$ cat src/rtl/spi_bus_arbiter.sv
// Shares one SPI bus between NREQ requesters: round-robin grant, one LSB-first
// full-duplex WORDLEN-bit transfer per grant, in the granted requester's SPI mode.
module spi_bus_arbiter #(
  parameter int unsigned WORDLEN = 8,
  parameter int unsigned NREQ    = 2,
  parameter int unsigned CLKDIV  = 2
) (
  input  logic                      clk,
  input  logic                      rst_n,
  input  logic [NREQ-1:0]           req,
  input  logic [NREQ*WORDLEN-1:0]   req_data,
  input  logic [2*NREQ-1:0]         req_mode,
  output logic [NREQ-1:0]           gnt,
  output logic [NREQ-1:0]           done,
  output logic [WORDLEN-1:0]        rx_data,
  output logic                      busy,
  output logic                      SCLK,
  output logic                      MOSI,
  output logic [NREQ-1:0]           SS,
  input  logic                      MISO
);

  localparam int unsigned PW    = (NREQ > 1) ? $clog2(NREQ) : 1;
  localparam int unsigned CW    = $clog2(CLKDIV + 1);
  localparam int unsigned NEDGE = 2 * WORDLEN;
  localparam int unsigned EW    = $clog2(NEDGE + 1);

  typedef enum logic [1:0] {IDLE, SETUP, SHIFT, HOLD} state_t;

  state_t               state_q;
  logic [PW-1:0]        ptr_q;
  logic [PW-1:0]        idx_q;
  logic [NREQ-1:0]      gnt_q;
  logic [NREQ-1:0]      done_q;
  logic [NREQ-1:0]      ss_q;
  logic [WORDLEN-1:0]   tx_q;
  logic [WORDLEN-1:0]   rx_q;
  logic [WORDLEN-1:0]   rx_data_q;
  logic                 cpha_q;
  logic                 sclk_q;
  logic                 mosi_q;
  logic                 busy_q;
  logic [CW-1:0]        cnt_q;
  logic [EW-1:0]        edge_q;

  // Round-robin pick: first requesting index at or after the pointer
  logic          found_c;
  logic [PW-1:0] pick_c;
  int unsigned   scan_c;

  always_comb begin
    found_c = 1'b0;
    pick_c  = '0;
    scan_c  = 0;
    for (int unsigned k = 0; k < NREQ; k++) begin
      scan_c = (32'(ptr_q) + k) % NREQ;
      if (!found_c && req[PW'(scan_c)]) begin
        found_c = 1'b1;
        pick_c  = PW'(scan_c);
      end
    end
  end

  // SCLK edge scheduling; odd edge numbers are leading edges
  logic          edge_c;
  logic [EW-1:0] n_c;
  logic          sample_c;
  logic          shift_c;

  always_comb begin
    edge_c = 1'b0;
    if (state_q == SETUP) begin
      edge_c = (cnt_q == CW'(CLKDIV));
    end else if (state_q == SHIFT) begin
      edge_c = (cnt_q == CW'(CLKDIV - 1)) && (edge_q != EW'(NEDGE));
    end
    n_c      = edge_q + EW'(1);
    sample_c = edge_c && (n_c[0] ^ cpha_q);
    shift_c  = edge_c && !(n_c[0] ^ cpha_q) && (n_c != EW'(NEDGE));
  end

  always_ff @(posedge clk) begin
    if (!rst_n) begin
      state_q   <= IDLE;
      ptr_q     <= '0;
      idx_q     <= '0;
      gnt_q     <= '0;
      done_q    <= '0;
      ss_q      <= '1;
      tx_q      <= '0;
      rx_q      <= '0;
      rx_data_q <= '0;
      cpha_q    <= 1'b0;
      sclk_q    <= 1'b0;
      mosi_q    <= 1'b0;
      busy_q    <= 1'b0;
      cnt_q     <= '0;
      edge_q    <= '0;
    end else begin
      done_q <= '0;
      if (edge_c) begin
        sclk_q <= ~sclk_q;
        edge_q <= n_c;
      end
      if (sample_c) begin
        rx_q <= {MISO, rx_q[WORDLEN-1:1]};
      end
      if (shift_c) begin
        mosi_q <= tx_q[0];
        tx_q   <= tx_q >> 1;
      end
      unique case (state_q)
        IDLE: begin
          if (found_c) begin
            idx_q   <= pick_c;
            gnt_q   <= NREQ'(1) << pick_c;
            tx_q    <= req_data[32'(pick_c)*WORDLEN +: WORDLEN];
            cpha_q  <= req_mode[32'(pick_c)*2];
            // CPOL applied here so SCLK settles while every SS is still high
            sclk_q  <= req_mode[32'(pick_c)*2 + 1];
            rx_q    <= '0;
            edge_q  <= '0;
            cnt_q   <= '0;
            busy_q  <= 1'b1;
            state_q <= SETUP;
          end
        end
        SETUP: begin
          cnt_q <= cnt_q + CW'(1);
          if (cnt_q == '0) begin
            ss_q <= ~gnt_q;
            if (!cpha_q) begin
              mosi_q <= tx_q[0];
              tx_q   <= tx_q >> 1;
            end
          end
          if (edge_c) begin
            cnt_q   <= '0;
            state_q <= SHIFT;
          end
        end
        SHIFT: begin
          cnt_q <= cnt_q + CW'(1);
          if (edge_c) begin
            cnt_q <= '0;
          end else if ((edge_q == EW'(NEDGE)) && (cnt_q == CW'(CLKDIV - 1))) begin
            cnt_q   <= '0;
            state_q <= HOLD;
          end
        end
        HOLD: begin
          cnt_q <= cnt_q + CW'(1);
          if (cnt_q == CW'(CLKDIV - 1)) begin
            ss_q      <= '1;
            done_q    <= gnt_q;
            rx_data_q <= rx_q;
            gnt_q     <= '0;
            busy_q    <= 1'b0;
            ptr_q     <= PW'((32'(idx_q) + 1) % NREQ);
            state_q   <= IDLE;
          end
        end
        default: state_q <= IDLE;
      endcase
    end
  end

  assign gnt     = gnt_q;
  assign done    = done_q;
  assign rx_data = rx_data_q;
  assign busy    = busy_q;
  assign SCLK    = sclk_q;
  assign MOSI    = mosi_q;
  assign SS      = ss_q;

endmodule

$ cat config.mk
export PLATFORM = sky130hd
export DESIGN_NAME = spi_bus_arbiter
export DESIGN_NICKNAME = d
export VERILOG_FILES = /design/src/rtl/spi_bus_arbiter.sv
export SDC_FILE = /design/constraint.sdc
export NUM_CORES = 1
export LEC_CHECK = 0
export ABC_AREA = 1
export BUFFER_PORTS_ARGS = -buffer_cell sky130_fd_sc_hd__buf_4
export CAP_MARGIN = 20
export CORE_MARGIN = 4
export CORE_UTILIZATION = 57
export CTS_BUF_LIST = sky130_fd_sc_hd__clkbuf_4 sky130_fd_sc_hd__clkbuf_8
export CTS_CLUSTER_SIZE = 14
export DETAILED_ROUTE_END_ITERATION = 12
export GPL_TIMING_DRIVEN = 0
export PLACE_DENSITY = 0.82
export SETUP_SLACK_MARGIN = 0.1
export SYNTH_ARGS = -nofsm -noshare
export SYNTH_HDL_FRONTEND = slang
export SYNTH_SLANG_ARGS = --single-unit
$ cat constraint.sdc
create_clock -name clk -period 2 [get_ports clk]
set_input_delay 0.6 -clock clk [delete_from_list [all_inputs] [get_ports clk]]
set_output_delay 0.6 -clock clk [all_outputs]
set_load 0.005 [all_outputs]
======== After elaboration in Yosys (flattened, before gate mapping) ========
Cells that the tools add are included.
storage, ports and cells
  register bits after elaboration ......... 45
  input port bits ......................... 25
  output and inout port bits .............. 17
  word-level logic and storage cells ...... 112
cells by class
  add/sub/neg operators ................... 5
  $lt $le $gt $ge ......................... 4
  eq/ne operators ......................... 14
  shifts and indexed selects .............. 2
  mux-type cells .......................... 51
  bitwise logic cells ..................... 3
  reduce and logical (&&, ||, !) cells .... 18
operators with widths
  operator               count
  $mux W8                7
  $mux W2                12
  $mux W1                22
  $pmux W2 S4            2
  $pmux W8 S2            1
  $shiftx A16 B5 Y8      1
  $mux W5                3
  $ne A5 B5 Y1 const B   2
  $reduce_and A3 Y1      3
  $ne A2 B2 Y1 const B   4
  $pmux W2 S2            2
  $eq A2 B2 Y1 const B   3
  $logic_and A1 B1 Y1    6
  $add A5 B1 Y5 const B  1
  $eq A5 B5 Y1 const B   1
  $reduce_and A5 Y1      1
  $eq A2 B1 Y1 const B   2
  $logic_not A2 Y1       2
  $lt A1 B2 Y1 const B   2
  $ne A2 B1 Y1 const B   2
  $reduce_and A2 Y1      2
  $reduce_bool A2 Y1     2
  $add A2 B1 Y3 const B  1
  $lt A2 B3 Y1 const B   1
  other kinds (10)       12

======== Logic depth before layout (Yosys ltp) ========
Gate-level depths: netlist of run 1.
  depth after elaboration ................. 11
  mapped depth ............................ 13
  mapped depth without buffers ............ 12

======== Least setup slack after synthesis of run 1 ========
Ideal clock, no wire load.
  path kind ............................... register to register
  start ................................... register edge_q[0]
  end ..................................... register rx_q[7]
  setup time .............................. 0.124 ns
  arrival time ............................ 1.613 ns
  required time ........................... 1.876 ns
  path slack .............................. 0.263 ns
  stages on the path, launching flop included .. 14
  buffers on the path ..................... 2
  period minus slack after synthesis ...... 1.737 ns
  cell sequence ........................... dfxtp_1 inv_1 ha_1 nand2_1 inv_1 nand2_1 nand2_2 nand2_4 nand2_4 or2_1 buf_6 buf_6 nor2_1 a211oi_2
on the way
  word-level cells in the longest chain between the ends .. 8
  elaborated cells on any way between the ends .. 10
  those cells by class .................... add/sub (1); eq/ne (1); mux (5); bitwise (1); reduce/logical (2)
RTL lines
  item                                                                   line  source
  start, declared                                                        44    logic [EW-1:0] edge_q;
  start signal, assigned                                                 103   edge_q <= n_c;
  parallel branches: the longest is 4 deep, another holds $add A5 B1 Y5  --
  $logic_and A1 B1 Y1 (*)                                                78    sample_c = edge_c && (n_c[0] ^ cpha_q);
  $mux W8 (*)                                                            105   if (sample_c) begin
  $mux W8                                                                114   if (found_c) begin
  $mux W8 (*)                                                            112   unique case (state_q)
  end signal, assigned                                                   106   rx_q <= {MISO, rx_q[WORDLEN-1:1]};
  end, declared                                                          37    logic [WORDLEN-1:0] rx_q;
Every way passes the cells marked *.
A chain may end at the register's enable or synchronous reset.

======== Final worst setup path of run 1 ========
  start ................................... register state_q[1]
  end ..................................... register rx_q[3]
on the way
  word-level cells in the longest chain between the ends .. 7
  elaborated cells on any way between the ends .. 9
  those cells by class .................... eq/ne (2); mux (5); reduce/logical (2)
RTL lines
  item                    line  source
  start, declared         30    state_t state_q;
  start signal, assigned  84    state_q <= IDLE;
  start signal, assigned  125   state_q <= SETUP;
  start signal, assigned  139   state_q <= SHIFT;
  $eq A2 B2 Y1            74    end else if (state_q == SHIFT) begin
  $mux W1                 74
  $mux W1                 72    if (state_q == SETUP) begin
  $logic_and A1 B1 Y1     78
  $mux W8                 105
  $mux W8                 114
  $mux W8 (*)             112
Every way passes the cells marked *; elsewhere a longest branch is shown, timed or not.

==> metrics.txt, run 1 <==
outcome=finished clean; Port-buffer cells=40; Die W=70.90 um; CTS buffer count=5; Setup Viol. Count Final=0; hold buffers post-CTS=0; final hold viol count=0; CP top delay family=buffers and inverters; Core Box Area=0.003744 sq mm; Die Height=70.90 um; crit start category=flop; hold_ws=0.4679 ns; Initial Util=0.6023; vias per cell=5.365; vias post-DR=2232; CP most frequent cell=inv_2; Reg clk slew, reported paths=0.09 ns; post-layout util=0.7881; Rows=22; Crit Path Class=flop to flop; Layout Area Growth over Synthesis=30.85%; clock sinks=45; Post-synth ARST share=0; most frequent cells in the layout=buf_4, nand2_1, a21oi_1; top_reg_cell synth=dfxtp_1; CP Cell Sequence=inv_1 > ha_2 > inv_2 > nor2_1 > inv_2 > nand2_8 > or2_1 > buf_6 > buf_12 > a211oi_4; Fin Setup TNS=0 ns; CTS tree=yes; max_cap viols=0; Final period util=0.9310; pwr/cell area=1239 mW/mm^2; syn_nets=339; WP data arrival=2.08 ns; Max IR drop VDD=0.0009963 V; Initial DRC Count=185; H-tree depth=2; Slew HR=0.5639; Synth Cell Area=0.002255 sq mm; number of synthesized flops with an enable pin=0; static leakage=1.257 nW; post-synthesis sequential area ratio=0.3996; synth unique cells=31; most common cell after layout, fill and taps aside=buf_4; DRC=0; Yosys Warn Count=0; CP Max Fanout=6; flops & latches, synth=45; clk_lat worst skew=0.30 ns; Hold WC Path Type=flop to flop; CP required=2.22 ns; Slowest-stage cell, CP=dfxtp_2; first-pass GRT wire length=9287 um; Post-Syn Area per Cell=7.392 sq um; Peak Freq=537.1 MHz; initial antenna violation count=0; unrepaired setup endpoints after global routing=true; GR Overflow Total=0; n_diodes=0; wire per inst=14.42 um; clk root buf=clkbuf_8; Worst Tran Pin Value=0.6507 ns; Pre-Repair DR Iteration Count=4; DPL Wire Length=4015 um; Die ar.=0.005026 sq mm; GRT Total Usage=0.2282; nets@finish=401; Mapped Cells=305; CP endpoint kind=flop; Worst Skew=0.003948 ns; min Tclk post-route=1.862 ns; Max clock buf depth=2; layout cells sized above 1=0.2745; post-route ant nets=0; drt total wl=5997 um; placer congestion estimate=0.8831; max-slew violations=0; crit path buf inv count=5; largest net degree at the start of global routing=15; I/O pin total=42; Worst path max stage delay=0.38 ns; vias in the first global route=1995
[final cells by class]
| type | count | area [sq um] |
|---|---|---|
| Clock inverter | 2 | 38.79 |
| Inverter | 40 | 150.1 |
| Tap cell | 48 | 60.06 |
| Sequential cell | 45 | 907.1 |
| Clock buffer | 6 | 76.32 |
| Fill cell | 289 | 793.3 |
| Timing Repair Buffer | 54 | 422.9 |
| Multi-Input combinational cell | 211 | 1226 |
| Buffer | 10 | 68.82 |
[metal layers]
layer  vias up  part of all wire  global-route usage
met4         0             0.020             0.08142
li1       1129                 -                   -
met2        57              0.51              0.3800
met1      1035              0.42              0.2968
met3        11             0.043             0.03977
met5         -                 0                   0
[stage by stage]
stage / instances / power (mW) / worst slack (ns) / cell area [sq um]
after global routing: 416 / 3.905 / 0.04078 / 2950
after global placement: 393 / 2.552 / 0.06293 / 2615
after floorplan: 305 / 2.214 / 0.2633 / 2255
after CTS: 403 / 3.350 / 0.1123 / 2758
after detailed placement: 393 / 2.594 / -0.03964 / 2615
final: 416 / 3.656 / 0.1380 / 2950
[logic make-up after synthesis]
group,after synthesis,share of synthesized area
and+or+nand+nor,112,0.2192
AOI/OAI and AO/OA,87,0.2325
buffers and inverters,50,0.09101
DFF,45,0.3996
adders and majority gates,9,0.04995
xor gates and xnor gates,2,0.007771
[worst register-to-register path: stages, from the launching register on]
cell      delay (ns)
dfxtp_2         0.38
inv_1           0.08
ha_2            0.21
inv_2           0.09
nor2_1          0.07
inv_2           0.14
nand2_8         0.06
or2_1           0.24
buf_6           0.14
buf_12          0.13
a211oi_4        0.24
[repair_timing]
action / in CTS / in global routing
endpoints found under the setup margin: 19 / 23
cloned: 1 / 1
pin swaps: 2 / 6
gates resized for setup: 4 / 24
setup buffers: 1 / 12
[Yosys cell counts (3+ instances only)]
library cell,n,area (sq um)
a211oi_1,3,22.52
a211oi_2,8,100.1
a21oi_1,43,215.2
clkbuf_1,6,22.52
dfxtp_1,45,900.9
ha_1,9,112.6
inv_1,35,131.4
inv_2,5,18.77
nand2_1,53,198.9
nand3_1,15,75.07
nand4_1,3,18.77
nor2_1,28,105.1
o211ai_1,4,30.03
o21ai_0,21,105.1
o21ai_1,4,20.02
[where the power goes]
group | switching, mW | leakage (nW) | internal [mW] | total (mW)
logic | 0.958 | 0.830 | 0.742 | 1.70
clock network | 0.324 | 0.0588 | 0.389 | 0.713
registers | 0.145 | 0.369 | 1.10 | 1.24
total | 1.43 | 1.26 | 2.23 | 3.66
[final timing paths]
check                           cells past startpoint                  to  slack (ns)                     from
worst min register to register                      2  SS[0]$_SDFFE_PN1P_        0.47       SS[0]$_SDFFE_PN1P_
worst min-delay path                                2  SS[0]$_SDFFE_PN1P_        0.47       SS[0]$_SDFFE_PN1P_
worst max register to register                     10  rx_q[3]$_SDFF_PN0_        0.14  state_q[1]$_SDFFE_PN0P_
worst max-delay path                               10  rx_q[3]$_SDFF_PN0_        0.14  state_q[1]$_SDFFE_PN0P_
[registers in the layout (all words and copies together), names as in the netlist, 2 cells and up]
register  flops
SS            2
cnt_q         2
done          2
edge_q        5
gnt           2
rx_data       8
rx_q          8
state_q       2
tx_q          8
No activity file was read; power rests on OpenSTA's default activity.
==> run 2, diff against run 1 <==
Settings changed: ABC_AREA 1 to default, MAX_ROUTING_LAYER from default to met4.
==> run 2 against run 1 <==
Effect of this change: register-to-register slack improved by 0.04 ns; combinational power down 39%; count of clock-buffer cells in the layout decreased by 1; setup slack better by 0.036 ns; clock skew up 0.0066 ns; maximum frequency rose by 2.0%; via count shrank 11%; largest power group is now registers; cell area shrank 6.5%; utilization shrank 4.6 points.
==> metrics.txt, run 2 <==
Setup Viol. Count Final=0 (unchanged); layout cells sized above 1=0.2392 (-0.03525); Sw Ratio=0.3824 (-0.007970); Yosys Warn Count=0 (unchanged); final hold viol count=0 (unchanged); post-layout util=0.7421 (-0.04601); Reg clk slew, reported paths=0.09 ns (about the same); post-route ant nets=0 (unchanged); crit start category=flop; Port-buffer cells=41 (+2.5%); Core Box Area=0.003716 sq mm (-0.74%); Die W=70.25 um (-0.92%); sequential share of power=0.414 (+0.074); Post-Syn Area per Cell=8.905 sq um (+20%); most frequent cells in the layout=buf_4, dfxtp_1, nand2_1; Initial DRC Count=155 (-16%); GRT Total Usage=0.2154 (-0.01282); most instantiated library cell after synthesis=dfxtp_1; I/O pin total=42 (unchanged); clock sinks=45 (unchanged); n_diodes=0 (unchanged); Die ar.=0.004934 sq mm (-1.8%); wire per inst=15.33 um (+6.3%); Initial Util=0.5943 (-0.007997); Clk network pwr share=0.210 (+0.015); CTS buffer count=5 (unchanged); Rows=22 (unchanged); largest net degree at the start of global routing=16 (+1); Max clock buf depth=2 (unchanged); WP data arrival=2.02 ns (-0.06 ns); Critical Path Source=edge_q[0]$_SDFF_PN0_; Synth Cell Area=0.002208 sq mm (-2.1%); clk_lat worst skew=0.31 ns (about the same); max_cap viols=0 (unchanged); CP most frequent cell=buf_4; DP Cell Count=337 (-14%); internal power=1.695 mW (-24%); Post-synth ARST share=0 (unchanged); CP Cell Sequence=buf_4 > and4b_1 > a21oi_1 > o211ai_4 > buf_4 > nand4_1 > o221ai_1; GR Overflow Total=0 (unchanged); Max IR drop VDD=0.0007210 V (-28%); Synth area leader=dfxtp_1; placer congestion estimate=0.8219 (-6.9%); Worst Skew=0.01058 ns (+0.006628 ns); launch point of the worst reg-to-reg path=edge_q[0]$_SDFF_PN0_; initial antenna violation count=0 (unchanged); max-slew violations=0 (unchanged); CP required=2.19 ns (-0.03 ns); outcome=finished clean; Layout Area Growth over Synthesis=24.87%; CTS tree=yes; P_sw=1.049 mW (-26%); CP endpoint kind=flop; vias per cell=5.699 (+6.2%); CP Max Fanout=5 (-1); Peak Freq=547.6 MHz (+2.0%); top area cells in the synthesized netlist=dfxtp_1, mux2i_1, nand2_1, ha_1, nor2_1; Pre-Repair DR Iteration Count=4 (unchanged); first-pass GRT wire length=8397 um (-9.6%); top_reg_cell synth=dfxtp_1; static leakage=1.188 nW (-5.5%); Yosys top cell area share=0.4079 (+0.008376); Hold WC Path Type=flop to flop; Crit Path Class=flop to flop; most common cell after layout, fill and taps aside=buf_4; DPL Wire Length=3708 um (-7.6%); clk root buf=clkbuf_8; Logic pwr share=0.375 (-0.090); Slowest-stage cell, CP=a21oi_1; vias in the first global route=1850 (-7.3%); Die Height=70.25 um (-0.92%); Mapped Cells=248 (-19%); Slew HR=0.6145 (+0.05059); H-tree depth=2 (unchanged); pwr/cell area=995.0 mW/mm^2 (-20%); flops & latches, synth=45 (unchanged); post-synthesis sequential area ratio=0.4079 (+0.008376); nets@finish=334 (-17%); Cell Count, Final, Fillers Out=349 (-16%); min Tclk post-route=1.826 ns (-0.03570 ns); Worst path max stage delay=0.46 ns (+0.08 ns); number of synthesized flops with an enable pin=0 (unchanged); hold buffers post-CTS=0 (unchanged); unrepaired setup endpoints after global routing=true; synth unique cells=41 (+32%); Final period util=0.9131 (-0.01785); syn_nets=282 (-17%); vias post-DR=1989 (-11%); Worst Tran Pin Value=0.5783 ns (-0.07234 ns); DRC=0 (unchanged); drt total wl=5350 um (-11%); list of most frequent post-synthesis cells=dfxtp_1, nand2_1, nor2_1, mux2i_1; Worst Min Path Start=tx_q[0]$_SDFF_PN0_
-- run 2: layout make-up --
class | count | area (sq um)
clock buffers | 5 | 68.82
fillers | 309 | 958.4
repair buffers | 44 | 330.3
inverters | 10 | 37.54
plain buffers | 12 | 63.81
flip-flops and latches | 45 | 907.1
well taps | 48 | 60.06
clock inverters | 3 | 22.52
multi-input cells | 182 | 1267
-- run 2: kinds of logic after synthesis --
family | count (synthesis) | synth area share
simple gates | 84 | 0.1802
flops | 45 | 0.4079
compound gates | 64 | 0.2113
buf+inv | 22 | 0.04362
xor+xnor | 6 | 0.02380
mux | 18 | 0.08215
fa+ha+maj | 9 | 0.05099
-- run 2: final timing paths --
kind                                            to  slack (ns)  cells past startpoint
worst min-delay path               MOSI$_SDFF_PN0_        0.46                      2
worst min register to register     MOSI$_SDFF_PN0_        0.46                      2
worst max-delay path            tx_q[0]$_SDFF_PN0_        0.17                      7
worst max register to register  tx_q[0]$_SDFF_PN0_        0.17                      7
-- run 2: repair_timing --
item / CTS / global route
pin swaps: 0 / 1
resized for setup: 6 / 12
setup buffers: 0 / 3
gates cloned: 0 / 1
endpoints found under the setup margin: 18 / 23
-- run 2: worst max-delay path, delay by kind of cell (launching register included) --
kind / cells / cell delay [ns]
buffers and inverters: 2 / 0.33
AND/OR/NAND/NOR: 2 / 0.26
AO/OA/AOI/OAI: 3 / 0.76
flip-flops: 1 / 0.35
-- run 2: stage by stage --
step | setup TNS [ns] | setup WS [ns] | hold WS [ns] | area (sq um) | total power [mW]
2_1_floorplan | 0 | 0.2446 | 0.4351 | 2208 | 1.808
3_3_place_gp | -1.034 | -0.1605 | 0.4465 | 2576 | 2.066
3_5_place_dp | -1.623 | -0.2296 | 0.4543 | 2576 | 2.103
4_1_cts | 0 | 0.09040 | 0.4667 | 2681 | 2.703
5_1_grt | 0 | 0.07253 | 0.4889 | 2758 | 2.915
6_report | 0 | 0.1737 | 0.4624 | 2758 | 2.744
-- run 2: power by group through the flow --
stage / combinational (mW) / clock [mW] / sequential [mW]
6_report: 1.03 / 0.577 / 1.14
3_5_place_dp: 0.953 / 0 / 1.15
3_3_place_gp: 0.921 / 0 / 1.14
5_1_grt: 1.14 / 0.623 / 1.15
2_1_floorplan: 0.686 / 0 / 1.12
4_1_cts: 0.984 / 0.585 / 1.13
-- run 2: per-layer routing --
layer  vias to the layer above  GRT usage  share of wire
met5                         -          -              0
met4                         0    0.06809          0.022
met3                        15    0.04029          0.060
met2                        61     0.3462           0.47
met1                       929     0.2730           0.45
li1                        984          -              -
==> run 3, diff against run 2 <==
Settings changed: CELL_PAD_IN_SITES_DETAIL_PLACEMENT from default to 0, CELL_PAD_IN_SITES_GLOBAL_PLACEMENT from default to 1, CORE_UTILIZATION 57 to 39, PLACE_DENSITY 0.82 to default, PLACE_DENSITY_LB_ADDON from default to 0.1, SETUP_SLACK_MARGIN 0.1 to 0.2.
Clock period 2 ns to 1.5 ns, I/O delays scaled along.
==> run 3 against run 2 <==
Effect of this change: the flow now finishes with violations (setup timing); critical path depth increased by 2; clock power increased by 63%; final cell count increased by 16%; sequential share of layout area down 7.2 points.
==> metrics.txt, run 3 (same netlist as run 2, synthesis figures left out) <==
drt total wl=6859 um (+28%); WP data arrival=1.95 ns (-0.07 ns); failing checks=setup timing; Worst Skew=0.009209 ns (-0.001367 ns); Crit Path Class=flop to flop; Layout Area Growth over Synthesis=63.23%; post-route ant nets=0 (unchanged); first-pass GRT wire length=10120 um (+21%); unrepaired setup endpoints after global routing=true; DRC=0 (unchanged); hold buffers post-CTS=0 (unchanged); CP endpoint kind=flop; largest net degree at the start of global routing=16 (unchanged); Fillers=458 (+48%); cell area after layout=0.003605 sq mm (+31%); Peak Freq=581.2 MHz (+6.2%); metal2 WL=3409 um (+36%); final hold viol count=0 (unchanged); nets@finish=366 (+9.6%); Post-DP Area=0.002675 sq mm (+3.8%); Setup WS post-layout=-0.2204 ns (-0.3942 ns); Final period util=1.147 (+0.2338); crit start category=flop; Pre-Repair DR Iteration Count=4 (unchanged); clk_lat worst skew=0.31 ns (about the same); Hold WC Path Type=primary input to flop; placer congestion estimate=0.7758 (-5.6%); min Tclk post-route=1.720 ns (-0.1058 ns); initial antenna violation count=0 (unchanged); Port-buffer cells=41 (unchanged); vias per cell=5.338 (-6.3%); hold_ws=0.3824 ns (-0.07997 ns); Die Height=83.25 um (+19%); CTS buffer count=5 (unchanged); max-slew violations=0 (unchanged); pwr/cell area=1426 mW/mm^2 (+43%); CP Max Fanout=4 (-1); layout cells sized above 1=0.5105 (+0.2713); Die W=83.25 um (+19%); Met3 Wirelength=265 um (-17%); max_cap viols=0 (unchanged); vias post-DR=2162 (+8.7%); clk root buf=clkbuf_8; GRT Total Usage=0.1838 (-0.03155); clock sinks=45 (unchanged); wire per inst=16.94 um (+10%); wire length on met1=3089 um (+29%); H-tree depth=2 (unchanged); Worst Tran Pin Value=0.5902 ns (+0.01190 ns); I/O pin total=42 (unchanged); DPL Wire Length=3889 um (+4.9%); Max clock buf depth=2 (unchanged); n_diodes=0 (unchanged); GR Overflow Total=0 (unchanged); most common cell after layout, fill and taps aside=buf_4; most frequent cells in the layout=buf_4, dfxtp_1, nand2_1; Core Box Area=0.005507 sq mm (+48%); Fin Setup TNS=-3.776 ns (-3.776 ns); outcome=finished, violations left; DR top layer=met4; Rows=27 (+23%); CP required=1.73 ns (-0.46 ns); Slew HR=0.6057 (-0.008770); Max IR drop VDD=0.0007049 V (-2.2%); vias in the first global route=2002 (+8.2%); Setup Viol. Count Final=27 (+27); post-layout util=0.6546 (-0.08746); CTS tree=yes; Reg clk slew, reported paths=0.09 ns (about the same); Initial DRC Count=94 (-39%); Die ar.=0.006931 sq mm (+40%); Initial Util=0.4010 (-0.1932); Pwr Total=5.140 mW (+87%); static leakage=1.532 nW (+29%)
==> run 3: changes by cell type in the layout (fill, tap and decap cells not counted), sizes merged <==
cell    change
buf        +32
bufinv      +1
clkbuf      -1
clkinv      -2
inv         +1
nand2       +1
==> run 3: final cells by class <==
cell class | count | area (sq um) | area share
plain buffers | 12 | 128.9 | 0.03575
repair buffers | 75 | 661.9 | 0.1836
clock inverters | 3 | 45.04 | 0.01250
inverters | 10 | 47.55 | 0.01319
multi-input cells | 183 | 1638 | 0.4544
clock buffers | 5 | 68.82 | 0.01909
flip-flops and latches | 45 | 924.6 | 0.2565
well taps | 72 | 90.09 | 0.02499
==> run 3: layer usage <==
metal,GRT usage,vias to the layer above
li1,-,1058
met1,0.2377,1053
met2,0.2952,41
met3,0.03671,10
met4,0.04458,0
met5,-,-
==> run 3: worst max-delay path: stages, from the launching register on <==
cell	delay [ns]
dfxtp_4	0.36
inv_4	0.06
ha_4	0.14
nand4bb_4	0.12
buf_4	0.15
buf_4	0.14
o31ai_4	0.18
o211a_4	0.22
o211ai_1	0.13
o21ai_1	0.13
==> run 3: final timing paths <==
| path | start | to | slack, ns | depth (start not counted) |
|---|---|---|---|---|
| worst min register to register | rx_data[1]$_SDFFE_PN0P_ | rx_data[1]$_SDFFE_PN0P_ | 0.46 | 2 |
| worst max register to register | edge_q[1]$_SDFF_PN0_ | state_q[0]$_SDFFE_PN0P_ | -0.22 | 9 |
| worst max-delay path | edge_q[1]$_SDFF_PN0_ | state_q[0]$_SDFFE_PN0P_ | -0.22 | 9 |
| worst min-delay path | MISO | rx_q[7]$_SDFF_PN0_ | 0.38 | 3 |
==> run 3: per-stage QoR <==
stage          setup slack (ns)  instances
2_1_floorplan           -0.1381        248
3_3_place_gp            -0.3743        361
3_5_place_dp            -0.3994        361
4_1_cts                 -0.2034        393
5_1_grt                 -0.2941        405
6_report                -0.2204        405
==> run 3: repair_timing <==
item / 4_1_cts / 5_1_grt
gates resized for setup: 69 / 63
pin swaps: 24 / 21
cloned: 2 / 1
setup endpoints to repair: 45 / 46
hold endpoints to repair: 0 / 0
buffers inserted: 22 / 11
==> run 3: power breakdown <==
part / internal, mW / switching [mW]
Combinational: 1.34 / 1.28
Sequential: 1.39 / 0.195
Clock: 0.500 / 0.439
